<file path="config.mk">
export PLATFORM = sky130hd
export DESIGN_NAME = hazard_scoreboard
export DESIGN_NICKNAME = d
export VERILOG_FILES = /design/src/rtl/hazard_scoreboard.sv
export SDC_FILE = /design/constraint.sdc
export NUM_CORES = 1
export LEC_CHECK = 0
export CORE_MARGIN = 2
export CORE_UTILIZATION = 34
export DETAILED_ROUTE_END_ITERATION = 7
export HOLD_SLACK_MARGIN = 0.06
export SKIP_CTS_REPAIR_TIMING = 1
export SLEW_MARGIN = 20
export SYNTH_ARGS = -nofsm -noshare
export SYNTH_HDL_FRONTEND = slang
export SYNTH_SLANG_ARGS = --single-unit
</file>
<file path="constraint.sdc">
create_clock -name clk -period 8.3 [get_ports clk]
set_input_delay 1.66 -clock clk [delete_from_list [all_inputs] [get_ports clk]]
set_output_delay 1.66 -clock clk [all_outputs]
set_load 0.02 [all_outputs]
</file>
<file path="src/rtl/hazard_scoreboard.sv">
// hazard_scoreboard
//   D-stage hazard unit. Every in-flight GPR write is tracked as a
//   {valid, dst, tnew} entry that shifts one slot per clock through
//   NUM_STAGES slots (slot 1 = E, slot NUM_STAGES = oldest). The decoded
//   instruction's sources and their Tuse are compared against the entries
//   to produce the stall, per-operand forwarding selects and a saturating
//   count of stalled cycles.
//
// Ports
//   clk         rising-edge clock
//   reset       synchronous, active-high; clears entries and counter
//   d_valid     D holds a real instruction
//   d_regwrite  D instruction writes a GPR
//   d_dst       D destination register
//   d_tnew      D Tnew (decoder TnewD)
//   d_src       source registers, operand i at [5i+4:5i]
//   d_tuse      Tuse per operand, all-ones = operand unused
//   flush       kill the instruction leaving D this cycle
//   stall       freeze PC and F/D, bubble into E
//   fwd_sel     per operand: 0 = register file, k = forward from slot k
//   stall_cnt   saturating count of stalled cycles
module hazard_scoreboard #(
    parameter int NUM_STAGES = 3,
    parameter int NUM_SRC    = 2,
    parameter int TW         = 2,
    parameter int SELW       = 3,
    parameter int CNTW       = 32
) (
    input  logic                     clk,
    input  logic                     reset,
    input  logic                     d_valid,
    input  logic                     d_regwrite,
    input  logic [4:0]               d_dst,
    input  logic [TW-1:0]            d_tnew,
    input  logic [NUM_SRC*5-1:0]     d_src,
    input  logic [NUM_SRC*TW-1:0]    d_tuse,
    input  logic                     flush,
    output logic                     stall,
    output logic [NUM_SRC*SELW-1:0]  fwd_sel,
    output logic [CNTW-1:0]          stall_cnt
);

    function automatic logic [TW-1:0] satdec(input logic [TW-1:0] t);
        return (t == '0) ? t : t - 1'b1;
    endfunction

    function automatic logic [CNTW-1:0] satinc(input logic [CNTW-1:0] c);
        return (c == {CNTW{1'b1}}) ? c : c + 1'b1;
    endfunction

    logic                ent_vld  [NUM_STAGES:1];
    logic [4:0]          ent_dst  [NUM_STAGES:1];
    logic [TW-1:0]       ent_tnew [NUM_STAGES:1];
    logic [CNTW-1:0]     cnt_q;

    logic [NUM_SRC-1:0]      found;
    logic [NUM_SRC-1:0]      hazard;
    logic [NUM_SRC*SELW-1:0] fwd;
    logic                    load_e;

    // D stage: compare each operand against the youngest matching entry only;
    // an older, ready producer of the same register holds a stale value.
    always_comb begin
        found  = '0;
        hazard = '0;
        fwd    = '0;
        for (int i = 0; i < NUM_SRC; i++) begin
            for (int k = 1; k <= NUM_STAGES; k++) begin
                if (!found[i] && ent_vld[k] &&
                    ent_dst[k] == d_src[5*i +: 5] && d_src[5*i +: 5] != 5'd0) begin
                    found[i] = 1'b1;
                    if (d_tuse[TW*i +: TW] != {TW{1'b1}} &&
                        ent_tnew[k] > d_tuse[TW*i +: TW])
                        hazard[i] = 1'b1;
                    if (ent_tnew[k] == '0)
                        fwd[SELW*i +: SELW] = SELW'(k);
                end
            end
        end
    end

    assign stall     = d_valid && (|hazard);
    assign fwd_sel   = d_valid ? fwd : '0;
    assign stall_cnt = cnt_q;

    // A stalled or flushed instruction never reaches E, so it must not be tracked.
    assign load_e = d_valid && d_regwrite && (d_dst != 5'd0) && !stall && !flush;

    // D -> E boundary and E..oldest shift: entries advance every edge,
    // independent of stall, so a waiting instruction sees aged producers.
    always_ff @(posedge clk) begin
        if (reset) begin
            for (int k = 1; k <= NUM_STAGES; k++) begin
                ent_vld[k]  <= 1'b0;
                ent_dst[k]  <= 5'd0;
                ent_tnew[k] <= '0;
            end
            cnt_q <= '0;
        end else begin
            ent_vld[1]  <= load_e;
            ent_dst[1]  <= load_e ? d_dst : 5'd0;
            ent_tnew[1] <= load_e ? satdec(d_tnew) : '0;
            for (int k = 2; k <= NUM_STAGES; k++) begin
                ent_vld[k]  <= ent_vld[k-1];
                ent_dst[k]  <= ent_dst[k-1];
                ent_tnew[k] <= satdec(ent_tnew[k-1]);
            end
            if (stall)
                cnt_q <= satinc(cnt_q);
        end
    end

endmodule

</file>
======== Yosys cells after proc, flatten, opt, wreduce, memory -nomap -nowiden ========
Memories as Yosys holds them, arrays and structs flattened.
Index checks and enable logic that the tools add are counted.
Widths: inputs -> output; s select.
word-level totals
  flip-flop bits (word level) ............. 32
  RAM bits ................................ 24
  output and inout bits ................... 39
  memories kept ........................... 3
memory list
  memory    words  bits a word  rd ports  clocked after memory_dff  wr ports  RTL line  source
  ent_dst   3      5            3         0                         3         52        logic [4:0] ent_dst [NUM_STAGES:1];
  ent_tnew  3      2            3         0                         3         53        logic [TW-1:0] ent_tnew [NUM_STAGES:1];
  ent_vld   3      1            3         0                         3         51        logic ent_vld [NUM_STAGES:1];
operators by class
  add/sub/neg operators ................... 4
  magnitude comparators ................... 6
  equal/unequal tests ..................... 9
  mux-type cells .......................... 45
  bitwise gates (word level) .............. 10
  reductions and logical operators ........ 42
operator list
  operator               count
  $add 32x1->32 const B  1
  $eq 32x32->1 const B   1
  $eq 5x5->1             6
  $logic_and 1x1->1      27
  $mux 3                 9
  $mux 1                 24
  $mux 5                 4
  $reduce_bool 5->1      3
  $mux 2                 7
  $gt 2x2->1             6
  $or 1x1->1             9
  $logic_not 2->1        4
  $logic_not 1->1        6
  $mux 6                 1
  $sub 2x1->2 const B    3
  $ne 2x2->1 const B     2
  $reduce_and 2->1       1
  $reduce_or 2->1        1
  $not 1->1              1

======== Depth between registers and ports, before layout ========
An unclocked memory read counts as a cell.
  word-level depth ........................ 22
  depth in mapped cells ................... 11
  gate-level depth less buffers ........... 10

======== Worst setup path after synthesis ========
Ideal clock, no wire load.
  kind .................................... input to output
  start point ............................. in d_src[0]
  end point ............................... out stall
  data arrival time ....................... 3.447 ns
  path slack .............................. 3.193 ns
  cell stages on the path ................. 8
  buffers on the path ..................... 1
  path through ............................ or4_4 -> o21ai_1 -> a211oi_1 -> a21oi_1 -> a22oi_2 -> o31ai_4 -> buf_2 -> inv_1
on the way
  longest elaborated chain between the ends .. 16
  elaborated cells between the ends (all ways) .. 23
ends and longest elaborated chain
  item                            RTL line  source
  start, declared                 35        input logic [NUM_SRC*5-1:0] d_src,
  $eq 5x5->1                      70        ent_dst[k] == d_src[5*i +: 5] && d_src[5*i +: 5] != 5'd0) begin
  $logic_and 1x1->1               69        if (!found[i] && ent_vld[k] &&
  $logic_and 1x1->1               70
  $mux 1                          69
  $logic_not 1->1                 69
  $logic_and 1x1->1 (2 in a row)  69
  $logic_and 1x1->1               70
  $mux 1                          69
  $logic_not 1->1                 69
  $logic_and 1x1->1 (2 in a row)  69
  $logic_and 1x1->1               70
  $mux 1 (*)                      69
  $reduce_or 2->1 (*)             82        assign stall = d_valid && (|hazard);
  $logic_and 1x1->1 (*)           82
  end, declared                   38        output logic stall,
Every way passes the cells marked *; elsewhere a longest branch is shown, timed or not.

======== Worst setup path after layout ========
Ends and elaborated chain as after synthesis.

==> impl_metrics.sql <==
INSERT INTO impl_metrics (metric_group, metric, value, unit) VALUES
('sta', 'final.min_clock_period', '6.35', 'ns'),
('synth', 'synth.avg_cell_area', '8.53', 'µm²'),
('synth', 'synth_enable_flop_cells', '0', ''),
('detailed_routing', 'detailroute.via_count', '2913', ''),
('critical_path', 'worst-path-max-fanout', '55', ''),
('place', 'gpl.final_weighted_congestion', '0.870', ''),
('sta', 'timing_worst_slew_pin_value', '0.920', 'ns'),
('detailed_routing', 'detail_route.wl_per_cell', '14.3', 'µm'),
('detailed_routing', 'drt_first_iter_violations', '69', ''),
('synth', 'yosysWarningCount', '0', ''),
('cells_and_area', 'final_std_cells_w_o_fill', '563', ''),
('critical_path', 'critPathBufInv', '4', ''),
('critical_path', 'worst_path_largest_cell_delay', '0.60', 'ns'),
('sta', 'fin_crit_sh', '76.5', '%'),
('detailed_routing', 'vias_per_cell', '5.17', ''),
('critical_path', 'timing.setup.critical_path_class', 'input port to primary output', ''),
('sta', 'timing.fmax', '0.157', 'GHz'),
('synth', 'synthFlopType', 'sky130_fd_sc_hd__dfxtp_1', ''),
('critical_path', 'cp_data_required_time', '6.64', 'ns'),
('global_route', 'grt_util_all_layers', '16.3', '%'),
('synth', 'ys_top_cells_by_area', 'sky130_fd_sc_hd__dfxtp_1, sky130_fd_sc_hd__xnor2_1, sky130_fd_sc_hd__ha_1', ''),
('critical_path', 'crit_arrival', '4.69', 'ns'),
('sta', 'setup_repair_after_global_routing_missed_its_margin', 'no', ''),
('critical_path', 'cp_slowest_cell', 'sky130_fd_sc_hd__or4_4', ''),
('cells_and_area', 'n_fill_cell', '926', ''),
('clocking', 'h_tree_depth', '2', ''),
('synth', 'synth.largest_area_cell', 'sky130_fd_sc_hd__dfxtp_1', ''),
('sta', 'setup_tns', '0', 'ns'),
('critical_path', 'crit_path_frequent_cell', 'sky130_fd_sc_hd__clkdlybuf4s50_1', ''),
('synth', 'synth_sequential_area_ratio', '34.8', '%'),
('detailed_routing', 'route.detailed.drc', '0', ''),
('cells_and_area', 'antenna_cells', '0', ''),
('clocking', 'tritoncts', 'done', ''),
('place', 'placed_cells', '555', ''),
('synth', 'post_synth_most_frequent_cells', 'sky130_fd_sc_hd__dfxtp_1, sky130_fd_sc_hd__a21oi_1, sky130_fd_sc_hd__nor2b_1', ''),
('critical_path', 'reg2regPathDepth', '7', ''),
('global_route', 'global_route_wire_length_before_repair', '13600', 'µm'),
('place', 'dpl_hpwl', '5880', 'µm'),
('critical_path', 'timing.critical_path.max_delay_family', 'buffers and inverters', ''),
('cells_and_area', 'fin_util', '43.8', '%'),
('pwr', 'power_frac_clock', '36.6', '%'),
('clocking', 'clock_transition_at_the_registers_of_the_reported_paths', '0.10', 'ns'),
('synth', 'netlist-cell-type-count', '48', ''),
('floorplan', 'floorplan.initialDensity', '34.9', '%'),
('detailed_routing', 'wl', '8050', 'µm'),
('global_route', 'first_global_vias', '2853', ''),
('pwr', 'intPower', '382', 'µW'),
('clocking', 'clkLatencyLatePin', '0.31', 'ns'),
('synth', 'syn-cell-area', '3220', 'µm²'),
('sta', 'fin_hold_ws', '0.496', 'ns'),
('detailed_routing', 'antenna_violating_nets_post_route', '0', ''),
('synth', 'synth_top_area_share', '34.8', '%'),
('global_route', 'globalRouteOverflowTotal', '0', ''),
('synth', 'ys_seq_elements', '56', ''),
('clocking', 'ctsRootBufferMaster', 'sky130_fd_sc_hd__clkbuf_8', ''),
('pwr', 'power.share.combinational', '8.7', '%'),
('global_route', 'antenna_violations_before_repair', '0', ''),
('clocking', 'cts_buffers', '5', ''),
('critical_path', 'worstPathCellList', 'clkdlybuf4s50_1 > or4_4 > o21ai_1 > a211oi_1 > a21oi_1 > a22oi_2 > o31ai_4 > buf_4 > inv_1 > clkdlybuf4s50_1', ''),
('hold_path', 'worst_hold_path_class', 'flop to flop', ''),
('cells_and_area', 'multiInputGateArea', '1970', 'µm²'),
('floorplan', 'ios', '65', ''),
('outcome', 'run_status', 'finished, final reports clean', ''),
('hold_path', 'worstHoldPathCells', '1', ''),
('floorplan', 'vertical_die_dimension', '101', 'µm'),
('sta', 'final-hold-violation-count', '0', ''),
('place', 'io_buffers', '62', ''),
('critical_path', 'endpoint_kind', 'primary output', ''),
('hold_path', 'hold_path.startpoint', 'ent_tnew[0][4]', ''),
('sta', 'fin_skew', '0.0101', 'ns'),
('synth', 'synth_most_common_cell', 'sky130_fd_sc_hd__dfxtp_1', '');
routing by layer:
layer | track usage [%] | part of all wire [%] | up-vias
li1 | - | - | 1476
met1 | 21.7 | 47 | 1360
met2 | 27.2 | 47 | 67
met3 | 3.45 | 4.5 | 10
met4 | 3.74 | 1.3 | 0
met5 | 0 | 0 | -
cells by family after synthesis:
family,count (synthesis),share of synthesized area [%]
simple gates,174,31.9
flops,56,34.8
compound gates,64,12.0
fa+ha+maj,13,5.05
xor+xnor,30,8.15
other cells,1,0.116
mux,11,3.80
buf+inv,29,4.23
layout make-up:
type | count | area share (%)
clock inverters | 2 | 0.958
repair buffers | 65 | 15.8
clock buffers | 6 | 1.79
inverters | 11 | 1.02
flip-flops and latches | 56 | 27.7
multi-input cells | 294 | 48.8
well taps | 129 | 3.99
flip-flops by register name, summed over array words and instances (netlist names):
signal and flops:
ent_dst 15, ent_tnew 6, stall_cnt 32, ent_vld 3
placed cells by master (no fill, tap or decap), types with 3 or more instances in the layout:
cell	instances
sky130_fd_sc_hd__a21oi_1	27
sky130_fd_sc_hd__xor2_1	10
sky130_fd_sc_hd__clkdlybuf4s50_1	61
sky130_fd_sc_hd__and2_1	9
sky130_fd_sc_hd__o31ai_1	6
sky130_fd_sc_hd__clkbuf_8	5
sky130_fd_sc_hd__xnor2_1	20
sky130_fd_sc_hd__ha_1	13
sky130_fd_sc_hd__mux2_1	6
sky130_fd_sc_hd__buf_4	3
sky130_fd_sc_hd__nand4_1	16
sky130_fd_sc_hd__nor4_2	3
sky130_fd_sc_hd__nor4_1	8
sky130_fd_sc_hd__nor2_1	21
sky130_fd_sc_hd__inv_1	11
sky130_fd_sc_hd__or3_1	16
sky130_fd_sc_hd__nor3_1	10
sky130_fd_sc_hd__o21ai_0	18
sky130_fd_sc_hd__nor2b_1	24
sky130_fd_sc_hd__or4_1	8
sky130_fd_sc_hd__and3_1	13
sky130_fd_sc_hd__nor3b_1	5
sky130_fd_sc_hd__nand2_1	13
sky130_fd_sc_hd__nand3_1	19
sky130_fd_sc_hd__dfxtp_1	56
sky130_fd_sc_hd__mux2_2	4
worst reg2reg max path: cells and delay by family, from the launching register on:
kind	cells	cell delay (ns)
and+or+nand+nor	5	1.72
muxes	1	0.32
DFF	1	0.48
buffers and inverters	1	0.31
power groups by stage:
stage               clock, µW  combinational, µW  sequential (µW)
global route              199               47.8              271
floorplan                   0               21.8              277
CTS                       189               43.3              271
detailed placement          0               43.0              277
global placement            0               42.3              277
finish                    182               43.2              271
how the worst max path moves through the flow:
stage | from | endpoint | slack (ns) | cells past startpoint
2_1_floorplan | d_src[0] | stall | 3.19 | 8
3_3_place_gp | d_src[0] | stall | 2.02 | 10
3_5_place_dp | d_src[0] | stall | 1.98 | 10
4_1_cts | d_src[0] | stall | 1.96 | 10
5_1_grt | d_src[0] | stall | 1.76 | 10
6_report | d_src[0] | stall | 1.95 | 10
stage by stage:
step | instance area [µm²] | total power (µW) | setup WS, ns
after global routing | 4050 | 518 | 1.76
after floorplan | 3230 | 299 | 3.19
after detailed placement | 3940 | 320 | 1.98
final | 4050 | 496 | 1.95
after CTS | 4050 | 503 | 1.96
after global placement | 3940 | 320 | 2.02
Power figures use the tool's default switching activity.
